## src/rtl/tube_scan_decoder.sv

```systemverilog
// Receive side of a scanned 4-digit 7-segment bus: sync, deglitch, decode and assemble one frame per scan.
// Optional all-segments-off (blank) digit support is enabled by defining TUBE_DEC_BLANK_EN.
module tube_scan_decoder #(
  parameter int STABLE_CYCLES = 16,
  parameter int TIMEOUT_BITS  = 20
) (
  input  logic       clk,
  input  logic       rst_n,
  input  logic [5:0] sel_in,
  input  logic [7:0] dig_in,
  input  logic       err_clr,
  output logic [3:0] d0,
  output logic [3:0] d1,
  output logic [3:0] d2,
  output logic [3:0] d3,
  output logic [3:0] dp_out,
  output logic       frame_vld,
  output logic       stale,
  output logic       err,
  output logic [1:0] err_digit
`ifdef TUBE_DEC_BLANK_EN
  ,
  output logic [3:0] blank_out
`endif
);

  localparam int CW = (STABLE_CYCLES > 2) ? $clog2(STABLE_CYCLES) : 1;
  localparam logic [CW-1:0] CNT_MAX = CW'(STABLE_CYCLES - 1);
  localparam logic [CW-1:0] CNT_HIT = CW'(STABLE_CYCLES - 2);

  logic [5:0]              sel_s1_q, sel_s2_q;
  logic [7:0]              dig_s1_q, dig_s2_q;
  logic [13:0]             prev_q;
  logic [CW-1:0]           cnt_q, cnt_d;
  logic [3:0][3:0]         stg_q, stg_d, dout_q, dout_d;
  logic [3:0]              sdp_q, sdp_d, dp_q, dp_d;
  logic [3:0]              mask_q, mask_d;
  logic [TIMEOUT_BITS-1:0] tmo_q, tmo_d;
  logic                    vld_q, vld_d;
  logic                    stale_q, stale_d;
  logic                    err_q, err_d;
  logic [1:0]              errd_q, errd_d;
`ifdef TUBE_DEC_BLANK_EN
  logic [3:0]              sbl_q, sbl_d, bl_q, bl_d;
  logic                    blank;
`endif

  logic        act, same, cap, seg_ok;
  logic [1:0]  idx;
  logic [3:0]  nib;
  logic [6:0]  seg;

  assign seg  = ~dig_s2_q[6:0];
  assign same = ({sel_s2_q, dig_s2_q} == prev_q);
  assign cap  = act && same && (cnt_q == CNT_HIT);

  always_comb begin
    act = 1'b1;
    idx = 2'd0;
    case (sel_s2_q)
      6'b111110: idx = 2'd0;
      6'b111101: idx = 2'd1;
      6'b111011: idx = 2'd2;
      6'b110111: idx = 2'd3;
      default:   act = 1'b0;
    endcase
  end

  always_comb begin
    seg_ok = 1'b1;
    nib    = 4'h0;
`ifdef TUBE_DEC_BLANK_EN
    blank  = 1'b0;
`endif
    case (seg)
      7'h3F: nib = 4'h0;
      7'h06: nib = 4'h1;
      7'h5B: nib = 4'h2;
      7'h4F: nib = 4'h3;
      7'h66: nib = 4'h4;
      7'h6D: nib = 4'h5;
      7'h7D: nib = 4'h6;
      7'h07: nib = 4'h7;
      7'h7F: nib = 4'h8;
      7'h6F: nib = 4'h9;
      7'h77: nib = 4'hA;
      7'h7C: nib = 4'hB;
      7'h39: nib = 4'hC;
      7'h5E: nib = 4'hD;
      7'h79: nib = 4'hE;
      7'h71: nib = 4'hF;
`ifdef TUBE_DEC_BLANK_EN
      7'h00: blank = 1'b1;
`endif
      default: seg_ok = 1'b0;
    endcase
  end

  // Counter saturates so a long dwell captures exactly once.
  always_comb begin
    if (!act || !same)        cnt_d = '0;
    else if (cnt_q == CNT_MAX) cnt_d = cnt_q;
    else                       cnt_d = cnt_q + 1'b1;
  end

  always_comb begin
    stg_d   = stg_q;
    sdp_d   = sdp_q;
    dout_d  = dout_q;
    dp_d    = dp_q;
    mask_d  = mask_q;
    tmo_d   = tmo_q + 1'b1;
    vld_d   = 1'b0;
    stale_d = stale_q;
    err_d   = err_q;
    errd_d  = errd_q;
`ifdef TUBE_DEC_BLANK_EN
    sbl_d   = sbl_q;
    bl_d    = bl_q;
`endif
    // Frame publishes the old staging; a same-cycle capture lands in the next frame.
    if (mask_q == 4'hF) begin
      dout_d  = stg_q;
      dp_d    = sdp_q;
`ifdef TUBE_DEC_BLANK_EN
      bl_d    = sbl_q;
`endif
      vld_d   = 1'b1;
      mask_d  = 4'h0;
      stale_d = 1'b0;
    end
    if (cap && seg_ok) begin
      stg_d[idx]  = nib;
      sdp_d[idx]  = dig_s2_q[7];
`ifdef TUBE_DEC_BLANK_EN
      sbl_d[idx]  = blank;
`endif
      mask_d[idx] = 1'b1;
      tmo_d       = '0;
    end else if (&tmo_q) begin
      stale_d = 1'b1;
      mask_d  = 4'h0;
    end
    if (cap && !seg_ok) begin
      err_d  = 1'b1;
      errd_d = idx;
    end else if (err_clr) begin
      err_d  = 1'b0;
    end
  end

  always_ff @(posedge clk) begin
    if (!rst_n) begin
      sel_s1_q <= '0;
      sel_s2_q <= '0;
      dig_s1_q <= '0;
      dig_s2_q <= '0;
      prev_q   <= '0;
      cnt_q    <= '0;
      stg_q    <= '0;
      sdp_q    <= '0;
      dout_q   <= '0;
      dp_q     <= '0;
      mask_q   <= '0;
      tmo_q    <= '0;
      vld_q    <= 1'b0;
      stale_q  <= 1'b1;
      err_q    <= 1'b0;
      errd_q   <= '0;
`ifdef TUBE_DEC_BLANK_EN
      sbl_q    <= '0;
      bl_q     <= '0;
`endif
    end else begin
      sel_s1_q <= sel_in;
      sel_s2_q <= sel_s1_q;
      dig_s1_q <= dig_in;
      dig_s2_q <= dig_s1_q;
      prev_q   <= {sel_s2_q, dig_s2_q};
      cnt_q    <= cnt_d;
      stg_q    <= stg_d;
      sdp_q    <= sdp_d;
      dout_q   <= dout_d;
      dp_q     <= dp_d;
      mask_q   <= mask_d;
      tmo_q    <= tmo_d;
      vld_q    <= vld_d;
      stale_q  <= stale_d;
      err_q    <= err_d;
      errd_q   <= errd_d;
`ifdef TUBE_DEC_BLANK_EN
      sbl_q    <= sbl_d;
      bl_q     <= bl_d;
`endif
    end
  end

  assign d0        = dout_q[0];
  assign d1        = dout_q[1];
  assign d2        = dout_q[2];
  assign d3        = dout_q[3];
  assign dp_out    = dp_q;
  assign frame_vld = vld_q;
  assign stale     = stale_q;
  assign err       = err_q;
  assign err_digit = errd_q;
`ifdef TUBE_DEC_BLANK_EN
  assign blank_out = bl_q;
`endif

endmodule

```

## config.mk

```make
export PLATFORM = sky130hd
export DESIGN_NAME = tube_scan_decoder
export DESIGN_NICKNAME = d
export VERILOG_FILES = /design/src/rtl/tube_scan_decoder.sv
export SDC_FILE = /design/constraint.sdc
export NUM_CORES = 1
export LEC_CHECK = 0
export CORE_UTILIZATION = 35
export CTS_CLUSTER_SIZE = 8
export DETAILED_ROUTE_END_ITERATION = 8
export MAX_ROUTING_LAYER = met4
export RECOVER_POWER = 100
export SLEW_MARGIN = 40
export SYNTH_ARGS = -nofsm -noshare
export SYNTH_HDL_FRONTEND = slang
export SYNTH_SLANG_ARGS = --single-unit
export TNS_END_PERCENT = 1
```

## constraint.sdc

```tcl
create_clock -name clk -period 5.3 [get_ports clk]
set_input_delay 0.53 -clock clk [delete_from_list [all_inputs] [get_ports clk]]
set_output_delay 0.53 -clock clk [all_outputs]
set_load 0.02 [all_outputs]
```

# Word level (Yosys, flattened, before mapping)
# Cells that the tools add are included.
[classes] add_sub_neg=2 multipliers=0 div=0 magnitude_cmp=2 eq_ne=24 n_shift=0 n_mux=19 bitwise=3 n_reduce_logical=15
[op_table] op="$eq 7x7->1 const B" n=12
[op_table] op="$pmux 4 s15" n=1
[op_table] op="$eq 6x6->1 const B" n=4
[op_table] op="$add 20x1->20 const B" n=1
[op_table] op="$reduce_and 20->1" n=1
[op_table] op="$bwmux 16" n=1
[op_table] op="$mux 4" n=4
[op_table] op="$reduce_or 16->1" n=1
[op_table] op="$eq 14x14->1" n=1
[op_table] op="$eq 7x3->1 const B" n=2
[op_table] op="$eq 7x6->1 const B" n=2
[op_table] op="$eq 4x4->1 const B" n=3
[op_table] op="$mux 1" n=9
[op_table] op="$demux 4 s2" n=1
[op_table] op="$not 7->7" n=1
[op_table] op="$pmux 2 s3" n=1
[op_table] op="$logic_and 1x1->1" n=5
[op_table] op="$add 4x1->4 const B" n=1
[op_table] op="$bwmux 4" n=1
[op_table] op="$or 4x4->4" n=1
[op_table] op="$reduce_or 2->1" n=2
[op_table] op="$reduce_or 4->1" n=1
[op_table] op="$logic_not 1->1" n=3
[op_table] op="$lt 2x3->1 const B" n=1
[op_table] op="other kinds (5)" n=5
[totals] reg_bits=115 latch_bits=0 mem_bits_rw=0 mem_bits_ro=0 input_bits=17 word_cells=87 n_memories=0

# Depth between registers and ports, before layout
# Gate-level depths: netlist (run 1).
[depth] ltp_word=8 depth_mapped=10

# Least setup slack after synthesis (run 1)
# Ideal clock, no wire load.
[synth_timing] path_type="register to register" start="register dig_s2_q[0]" end="register tmo_q[13]" setup_ns=0.115 arrival_ns=2.108 required_ns=5.185 path_slack_ns=3.078 path_stages_with_launch=9 n_path_buf=2 synth_period_minus_slack_ns=2.222 path_cell_list="dfxtp_1 -> xor2_1 -> or4_4 -> nor4_4 -> and2_1 -> a21bo_2 -> buf_6 -> buf_6 -> nor2_1"
[synth_via] elab_chain_cells=6
[synth_lines] element="start: declaration" line_no="32" source="logic [7:0] dig_s1_q, dig_s2_q;"
[synth_lines] element="start signal: assignment" line_no="178" source="dig_s2_q <= dig_s1_q;"
[synth_lines] element="$not 7->7" line_no="53" source="assign seg = ~dig_s2_q[6:0];"
[synth_lines] element="$eq 7x7->1, or another cell as far along" line_no="75" source="case (seg)"
[synth_lines] element="$reduce_or 16->1 (no source line)"
[synth_lines] element="$mux 1" line_no="75"
[synth_lines] element="$logic_and 1x1->1 *" line_no="132" source="if (cap && seg_ok) begin"
[synth_lines] element="$reduce_or 2->1 (no source line) *"
[synth_lines] element="end signal: assignment" line_no="186" source="tmo_q <= tmo_d;"
[synth_lines] element="end: declaration" line_no="38" source="logic [TIMEOUT_BITS-1:0] tmo_q, tmo_d;"
# Every way passes the cells marked *; elsewhere a longest branch is shown, timed or not.
# A chain may end at the register's enable or synchronous reset.

==> results_dict.tcl, run 1 <==
set metrics [dict create \
    synth_seq_cells 115 \
    io_buffers 41 \
    irDropWorstVdd_mv 0.258 \
    drc 0 \
    fmax_mhz 289 \
    synthToLayoutAreaGrowth_pct 23.8 \
    worstPathArrival_ns 3.79 \
    cts_buffers 17 \
    min_period_over_period 0.653 \
    rsz0062_at_grt "false" \
    vias 3498 \
    htree_levels 4 \
    routedWlPerCell_um 12.6 \
    syn_area_mm2 0.00466 \
    hold_viol 0 \
    maxCapViolCount 1 \
    synth_nets 529 \
    fin_worst_skew_ns 0.0117 \
    num_rows 41 \
    synth_edf_count 0 \
    end_kind "register" \
    grt_pass1_wl_um 16000 \
    synthTopCellsByArea "dfxtp_1 (49%), nand2_1 (6.7%), and2_1 (5.9%)" \
    mostFrequentLayoutCell "dfxtp_1" \
    diodes 0 \
    cts_tree "built" \
    initial_utilization 0.363 \
    clk_pin_slew_worst_paths_ns 0.06 \
    cts_hold_buffers 0 \
    rr_worst_depth 6 \
    drive_gt1_frac 0.0704 \
    ant_nets 0 \
    min_path_type "register to register" \
    overflow 0 \
    synth-async-reset-ratio 0 \
    gp_congestion 0.782 \
    fin_nets 561 \
    cts_resized 0 \
    core_area_mm2 0.0128 \
    post-cts-setup-buffers 0 \
    antenna_found_initial 0 \
    cp-start-kind "primary input" \
    ys.warnings.count 0 \
    setup_tns_ns 0 \
    grt_usage 0.151 \
    violations "max-capacitance violations, max-slew violations" \
    path_max_fanout 69 \
    die_y_um 117 \
    dieWidth_um 117 \
    layout_common_cells "dfxtp_1 (115), nand2_1 (83), nor2_1 (40)" \
    syn_avg_cell_area_um2 9.15 \
    status "complete, but fails checks" \
    whs_path_depth 1 \
    die_area_mm2 0.0138 \
    fillCellCount 1273 \
    synth_top_area_share 0.494 \
    totalWireLength_um 9170 \
    synthFlopType "dfxtp_1" \
    synth-seq-area-share 0.494 \
    grt_pass1_vias 3413 \
    relSlewSlack -0.649 \
    grt_max_degree 70 \
    dr.pass1.iters 5 \
    p_per_area_mw_per_mm2 368 \
    ctsRootBufferMaster "clkbuf_16" \
    drt_iter0_drc 164 \
    criticalPathCategory "primary input to register" \
    drv_slew 70 \
    ios 42 \
    synth_area_leader_cell "dfxtp_1" \
    finalSetupViolCount 0 \
    cts.sinks 115 \
    vias_per_cell 4.82 \
    period_needed_ns 3.46 \
    whs_ns 0.429 \
    dp_hpwl_um 6030 \
    cts.path.max_buffers 2 \
    synthCells 509 \
    clk_latency_ns 0.41 \
    tightest_slew_ns 2.47 \
    leakage_nw 2.22 \
    synthDistinctLibCells 45 \
    cp.required_ns 5.63 \
]
[synth_stat cells, types with 2 or more instances]
library cell	n
buf_2	3
inv_1	5
a2111oi_0	2
nor2_1	40
a21oi_1	3
o31ai_1	2
o211ai_1	3
o21ai_0	6
and4_1	3
nand3_1	22
nor4b_1	3
dfxtp_1	115
nand4b_1	2
nand2b_1	8
nor3b_1	2
nor4bb_1	2
a32oi_1	2
xor2_1	14
ha_1	3
nand4_1	15
xnor2_1	21
and2_1	44
nor3_1	5
and3_1	9
a21boi_0	22
nand2_1	83
mux2i_1	23
buf_6	2
nand3_2	3
a31oi_1	2
clkbuf_1	26
[where the power goes]
group          leakage (nW)  internal (mW)  switching [mW]
sequential            0.934          0.880          0.0158
clock                 0.287          0.743           0.414
combinational         0.995         0.0343          0.0356
total                  2.22           1.66           0.465
[per-layer routing]
metal,track usage,wire [um]
met4,0.0747,186
met3,0.0491,352
met2,0.233,4320
met1,0.176,4300
met5,-,0
[worst max-delay path, cell delays in order]
cell and delay, ns:
clkbuf_1 1.72, clkbuf_1 0.91, nand2_1 0.40, mux2i_1 0.22
[cell families after synthesis]
group | synth area share
simple gates | 0.275
flops | 0.494
compound gates | 0.0744
buf+inv | 0.0330
mux | 0.0494
fa+ha+maj | 0.00806
xor+xnor | 0.0658
[registers in the layout (all words and copies together) (netlist names), 6 cells and up]
signal    count
tmo_q        20
stg_q        16
prev_q       14
dig_s1_q      8
dig_s2_q      8
sel_s1_q      6
sel_s2_q      6
[path summary, 6_finish.rpt]
kind	start	endpoint	slack, ns
setup / recovery	rst_n	sdp_q[1]	1.84
hold / removal	dig_s1_q[6]	dig_s2_q[6]	0.43
setup reg to reg	dig_s2_q[2]	tmo_q[3]	2.41
hold reg to reg	dig_s1_q[6]	dig_s2_q[6]	0.43
[area by class of cell]
cell class / instances / area [um2] / area share
tap: 172 / 215 / 0.0373
clock inverter: 14 / 179 / 0.0310
clock buffer: 18 / 429 / 0.0744
timing repair buffer: 44 / 423 / 0.0733
inverter: 5 / 18.8 / 0.00325
multi-input combinational: 358 / 2200 / 0.382
sequential: 115 / 2300 / 0.399
[through the flow]
| step | area, um2 | utilization | total power, mW | setup WS (ns) | std cells |
|---|---|---|---|---|---|
| finish | 5770 | 0.450 | 2.12 | 1.84 | 726 |
| global route | 5770 | 0.450 | 2.20 | 1.27 | 726 |
| CTS | 5780 | 0.451 | 2.15 | 2.56 | 726 |
| detailed placement | 5170 | 0.403 | 0.984 | 2.59 | 694 |
| global placement | 5150 | 0.402 | 0.982 | 2.67 | 692 |
| floorplan | 4660 | - | 0.964 | 3.08 | 509 |
Power figures use the tool's default switching activity.
==> inputs of run 2 (changes only) <==
Clock period 5.3 ns to 3.14 ns, I/O delays scaled along.
==> run 2 against run 1 <==
Compared with the run above: the run now ends clean; power is 73% higher; critical path depth grew 2; utilization grew 0.19 points; critical endpoint is now tmo_q[16].
==> results_dict.tcl, run 2 (same netlist as run 1, synthesis figures left out) <==
set metrics [dict create \
    internal_power_mw 2.95 \
    overflow 0 \
    fmax_mhz 353 \
    dieWidth_um 117 \
    ios 42 \
    clk_latency_ns 0.42 \
    grt_usage 0.147 \
    cts_buffers 17 \
    cts.sinks 115 \
    setup_tns_ns 0 \
    finalSetupViolCount 0 \
    initial_utilization 0.363 \
    sw_frac_of_total 0.197 \
    maxCapViolCount 0 \
    cp.required_ns 3.42 \
    fin_nets 563 \
    p_switching_uw 723 \
    clkPwrFrac 0.557 \
    tightest_slew_ns 1.10 \
    worstPathCellList "or4_1 -> a2111oi_0 -> a31o_2 -> or3_1 -> a21bo_1 -> nor2_1" \
    grt_pass1_vias 3270 \
    pwr-share-comb 0.032 \
    reg_top3 "tmo_q x20, stg_q x16, prev_q x14" \
    grt_pass1_wl_um 15500 \
    largest_register_ffs 20 \
    synthToLayoutAreaGrowth_pct 24.4 \
    diodes 0 \
    period_needed_ns 2.83 \
    p_per_area_mw_per_mm2 634 \
    grt_max_degree 43 \
    worst_path_max_delay_cell "or4_1" \
    mostFrequentLayoutCell "dfxtp_1" \
    die_y_um 117 \
    cts_tree "built" \
    vias 3495 \
    critical_path.max_stage_delay_ns 0.55 \
    worst_slack_ns 0.308 \
    min_period_over_period 0.902 \
    irDropWorstVdd_mv 0.342 \
    drt_iter0_drc 155 \
    cts_hold_buffers 0 \
    die_area_mm2 0.0138 \
    placed_area_mm2 0.00518 \
    dp_hpwl_um 6020 \
    drv_slew 0 \
    totalWireLength_um 9000 \
    fin_area_mm2 0.00579 \
    core_area_mm2 0.0128 \
    status "completed" \
    io_buffers 41 \
    ant_nets 0 \
    htree_levels 4 \
    antenna_found_initial 0 \
    leakage_nw 2.25 \
    clk_pin_slew_worst_paths_ns 0.05 \
    criticalPathCategory "register to register" \
    pre_cts_slack_ns 0.458 \
    drive_gt1_frac 0.0612 \
    cts_resized 0 \
    gp_congestion 0.840 \
    routedWlPerCell_um 12.4 \
    finish.utilization 0.452 \
    worstPathArrival_ns 3.11 \
    layout_common_cells "dfxtp_1 (115), nand2_1 (83), nor2_1 (40)" \
    cp-start-kind "register" \
    ctsRootBufferMaster "clkbuf_16" \
    relSlewSlack 0.264 \
    post-cts-setup-buffers 0 \
    drc 0 \
    path_max_fanout 19 \
    dr.pass1.iters 4 \
    fin_worst_skew_ns 0.0166 \
    regMostFlops "tmo_q" \
    whs_ns 0.429 \
    rsz0062_at_grt "false" \
    end_kind "register" \
    cts.path.max_buffers 2 \
    seq_power_share 0.411 \
    num_rows 41 \
    vias_per_cell 4.80 \
    hold_viol 0 \
    min_path_type "register to register" \
]
## run 2: cell types whose count changed in the layout (fill, tap and decap cells not counted), sizes merged
cell,delta
clkdlybuf4s50,-1
inv,-2
dlygate4sd3,+1
bufinv,+1
buf,+1
clkinv,-5
clkbuf,+7
## run 2: final cells by class
class                   count  area [um2]
fillers                  1240        7030
clock buffers              24         492
well taps                 172         215
multi-input cells         358        2180
repair buffers             46         434
flip-flops and latches    115        2300
clock inverters             8         148
inverters                   5        18.8
## run 2: final timing paths
check / from / end / slack [ns] / cells after the start
worst max register to register: dig_s2_q[0] / tmo_q[16] / 0.31 / 6
worst min-delay path: dig_s1_q[1] / dig_s2_q[1] / 0.43 / 1
worst min register to register: dig_s1_q[1] / dig_s2_q[1] / 0.43 / 1
worst max-delay path: dig_s2_q[0] / tmo_q[16] / 0.31 / 6
## run 2: power by group through the flow
stage	sequential, mW	clock (mW)	combinational, mW
detailed placement	1.54	0	0.123
CTS	1.51	2.09	0.124
finish	1.51	2.05	0.119
global placement	1.54	0	0.120
global route	1.51	2.17	0.135
floorplan	1.53	0	0.101
## run 2: stage by stage
stage,total power [mW],instances
floorplan,1.63,509
global placement,1.66,696
detailed placement,1.66,696
CTS,3.73,728
global route,3.82,728
finish,3.68,728
## run 2: critical path: cells and delay by family (launching register included)
kind,cells,cell delay (ns)
simple gates,3,0.99
flops,1,0.43
compound gates,3,1.26
## run 2: per-layer routing
layer	wire length [um]	share of wire	GRT usage	vias to the layer above
li1	-	-	-	1780
met1	4260	0.47	0.174	1642
met2	4210	0.47	0.213	57
met4	178	0.020	0.0828	0
met5	0	0	-	-
met3	346	0.038	0.0535	16
==> inputs of run 3 (changes only) <==
Settings changed: ABC_AREA set to 1, CTS_BUF_LIST set to sky130_fd_sc_hd__clkbuf_2.
==> run 3 against run 2 <==
Compared with the run above: wire length is 4.5% higher; clock power shrank 53%; power fell by 29%; combinational power is 31% higher; design area shrank 0.95%; non-clock buffer count rose by 1; critical path depth rose by 4; register-to-register slack better by 0.34 ns; setup slack improved by 0.34 ns; via count is 19% higher; clock skew grew 0.0028 ns; critical path type unchanged; critical endpoint is now tmo_q[10]; largest power group is now registers.
==> results_dict.tcl, run 3 <==
set metrics [dict create \
    rr_worst_depth 10 \
    totalWireLength_um 9410 \
    grt_pass1_wl_um 16700 \
    whs_path_depth 3 \
    routedWlPerCell_um 9.75 \
    synth_nets 748 \
    p_per_area_mw_per_mm2 456 \
    relSlewSlack 0.208 \
    mostFrequentLayoutCell "nand2_1" \
    holdPathEnd "sel_s1_q[1]" \
    worstPathArrival_ns 3.08 \
    status "completed" \
    rsz0062_at_grt "false" \
    ctsRootBufferMaster "clkbuf_2" \
    synth_seq_cells 115 \
    setup_tns_ns 0 \
    drive_gt1_frac 0.0599 \
    synth-async-reset-ratio 0 \
    dr.pass1.iters 4 \
    power.total_mw 2.62 \
    synthCells 728 \
    drt_iter0_drc 174 \
    die_y_um 121 \
    gp_congestion 0.846 \
    ios 42 \
    r2r-end "tmo_q[10]" \
    grt_pass1_vias 3698 \
    fillCellCount 1482 \
    criticalPathCategory "register to register" \
    die_area_mm2 0.0146 \
    cp-start-kind "register" \
    vias 4160 \
    irDropWorstVdd_mv 0.218 \
    fin_nets 793 \
    cts_tree "built" \
    leakage_nw 2.89 \
    overflow 0 \
    grt_use_met3 0.0509 \
    drc 0 \
    cp.required_ns 3.72 \
    min_path_type "primary input to register" \
    synthFlopType "dfxtp_1" \
    syn_area_mm2 0.00494 \
    whs_ns 0.151 \
    synthToLayoutAreaGrowth_pct 16.2 \
    ys_top_cells_by_count "nand2_1 (211), inv_1 (135), dfxtp_1 (115)" \
    fmax_mhz 401 \
    synth-seq-area-share 0.466 \
    post-cts-setup-buffers 0 \
    antenna_found_initial 0 \
    synth_area_leader_cell "dfxtp_1" \
    synthTopCellsByArea "dfxtp_1 (47%), nand2_1 (16%), inv_1 (10%)" \
    worst_slack_ns 0.644 \
    synthDistinctLibCells 28 \
    grt_usage 0.152 \
    hold_viol 0 \
    num_rows 43 \
    path_max_fanout 20 \
    cts.path.max_buffers 2 \
    regMostFlops "tmo_q" \
    diodes 0 \
    min_period_over_period 0.795 \
    syn_avg_cell_area_um2 6.79 \
    grt-busiest-layer "met2" \
    layout_common_cells "nand2_1 (212), inv_1 (137), dfxtp_1 (115)" \
    largest_register_ffs 20 \
    ys.warnings.count 0 \
    cts.sinks 115 \
    fin_worst_skew_ns 0.0194 \
    cts_buffers 17 \
    synth_edf_count 0 \
    grt_use_met1 0.192 \
    clk_latency_ns 0.68 \
    cts_resized 0 \
    reg_top3 "tmo_q x20, stg_q x16, prev_q x14" \
    finalSetupViolCount 0 \
    r2r_slack_ns 0.64 \
    maxCapViolCount 0 \
    vias_per_cell 4.31 \
    initial_utilization 0.357 \
    io_buffers 41 \
    grt_max_degree 43 \
    core_area_mm2 0.0138 \
    cts_hold_buffers 1 \
    holdCritStartpoint "sel_in[1]" \
    period_needed_ns 2.50 \
    htree_levels 4 \
    r2r_start "dig_s2_q[2]" \
    clk_pin_slew_worst_paths_ns 0.16 \
    drv_slew 0 \
    synth_top_area_share 0.466 \
    grt.met2_usage 0.214 \
    tightest_slew_ns 1.19 \
    ant_nets 0 \
    dieWidth_um 121 \
    end_kind "register" \
    pre_cts_slack_ns 0.894 \
    dp_hpwl_um 6670 \
    yosys.cell_count.top_type "nand2_1" \
]
run 3: cell types whose count changed in the layout (fill, tap and decap cells not counted), moves of 18 or more:
cell      previous run  this run
a21boi_0            22         0
a21oi_1              3        37
and2_1              32         0
clkbuf_2             0        20
inv_1                5       137
mux2i_1             23         0
nand2_1             83       212
nor2_1              40        79
xnor2_1             21         3
run 3: through the flow:
stage | instance area [um2] | cells | utilization
after floorplan | 4940 | 728 | -
after global placement | 5510 | 933 | 0.399
after detailed placement | 5510 | 933 | 0.399
after CTS | 5750 | 965 | 0.416
after global routing | 5740 | 965 | 0.415
final | 5740 | 965 | 0.415
run 3: where the power goes:
group	internal, mW	switching [mW]
Combinational	0.0551	0.101
Clock	0.428	0.533
Sequential	1.48	0.0175
run 3: layer usage:
metal	wire length, um	part of all wire
met4	161	0.017
met2	4000	0.43
met5	0	0
met3	349	0.037
met1	4890	0.52
run 3: cell families after synthesis:
group / count (synthesis) / synth area share
buffers and inverters: 168 / 0.131
AO/OA/AOI/OAI: 62 / 0.0636
XOR/XNOR: 9 / 0.0160
AND/OR/NAND/NOR: 371 / 0.316
adder cells (fa/ha/maj): 3 / 0.00760
flip-flops: 115 / 0.466
run 3: cell type report:
| class | count | area, um2 | share of cell area |
|---|---|---|---|
| timing repair buffer | 47 | 443 | 0.0772 |
| clock inverter | 13 | 143 | 0.0249 |
| clock buffer | 18 | 90.1 | 0.0157 |
| sequential | 115 | 2300 | 0.401 |
| inverter | 147 | 552 | 0.0961 |
| tap | 180 | 225 | 0.0392 |
| multi-input combinational | 445 | 1980 | 0.346 |
run 3: worst max path at each step:
stage | endpoint | from | slack, ns | cells after the start
floorplan | stg_q[8] | dig_s2_q[4] | 1.44 | 11
global placement | tmo_q[13] | dig_s2_q[2] | 0.95 | 10
detailed placement | tmo_q[2] | dig_s2_q[2] | 0.89 | 10
CTS | tmo_q[10] | dig_s2_q[2] | 0.84 | 10
global route | tmo_q[10] | dig_s2_q[2] | 0.32 | 10
finish | tmo_q[10] | dig_s2_q[2] | 0.64 | 10
run 3: worst max-delay path, cell delays in order (launching register included):
cell	delay (ns)
dfxtp_1	0.47
inv_1	0.12
nand2_1	0.12
nor2_1	0.05
nand2_1	0.10
nand3_1	0.11
nor2_1	0.32
nand3_1	0.16
nand2_1	0.21
nand2_1	0.45
nor3_1	0.29
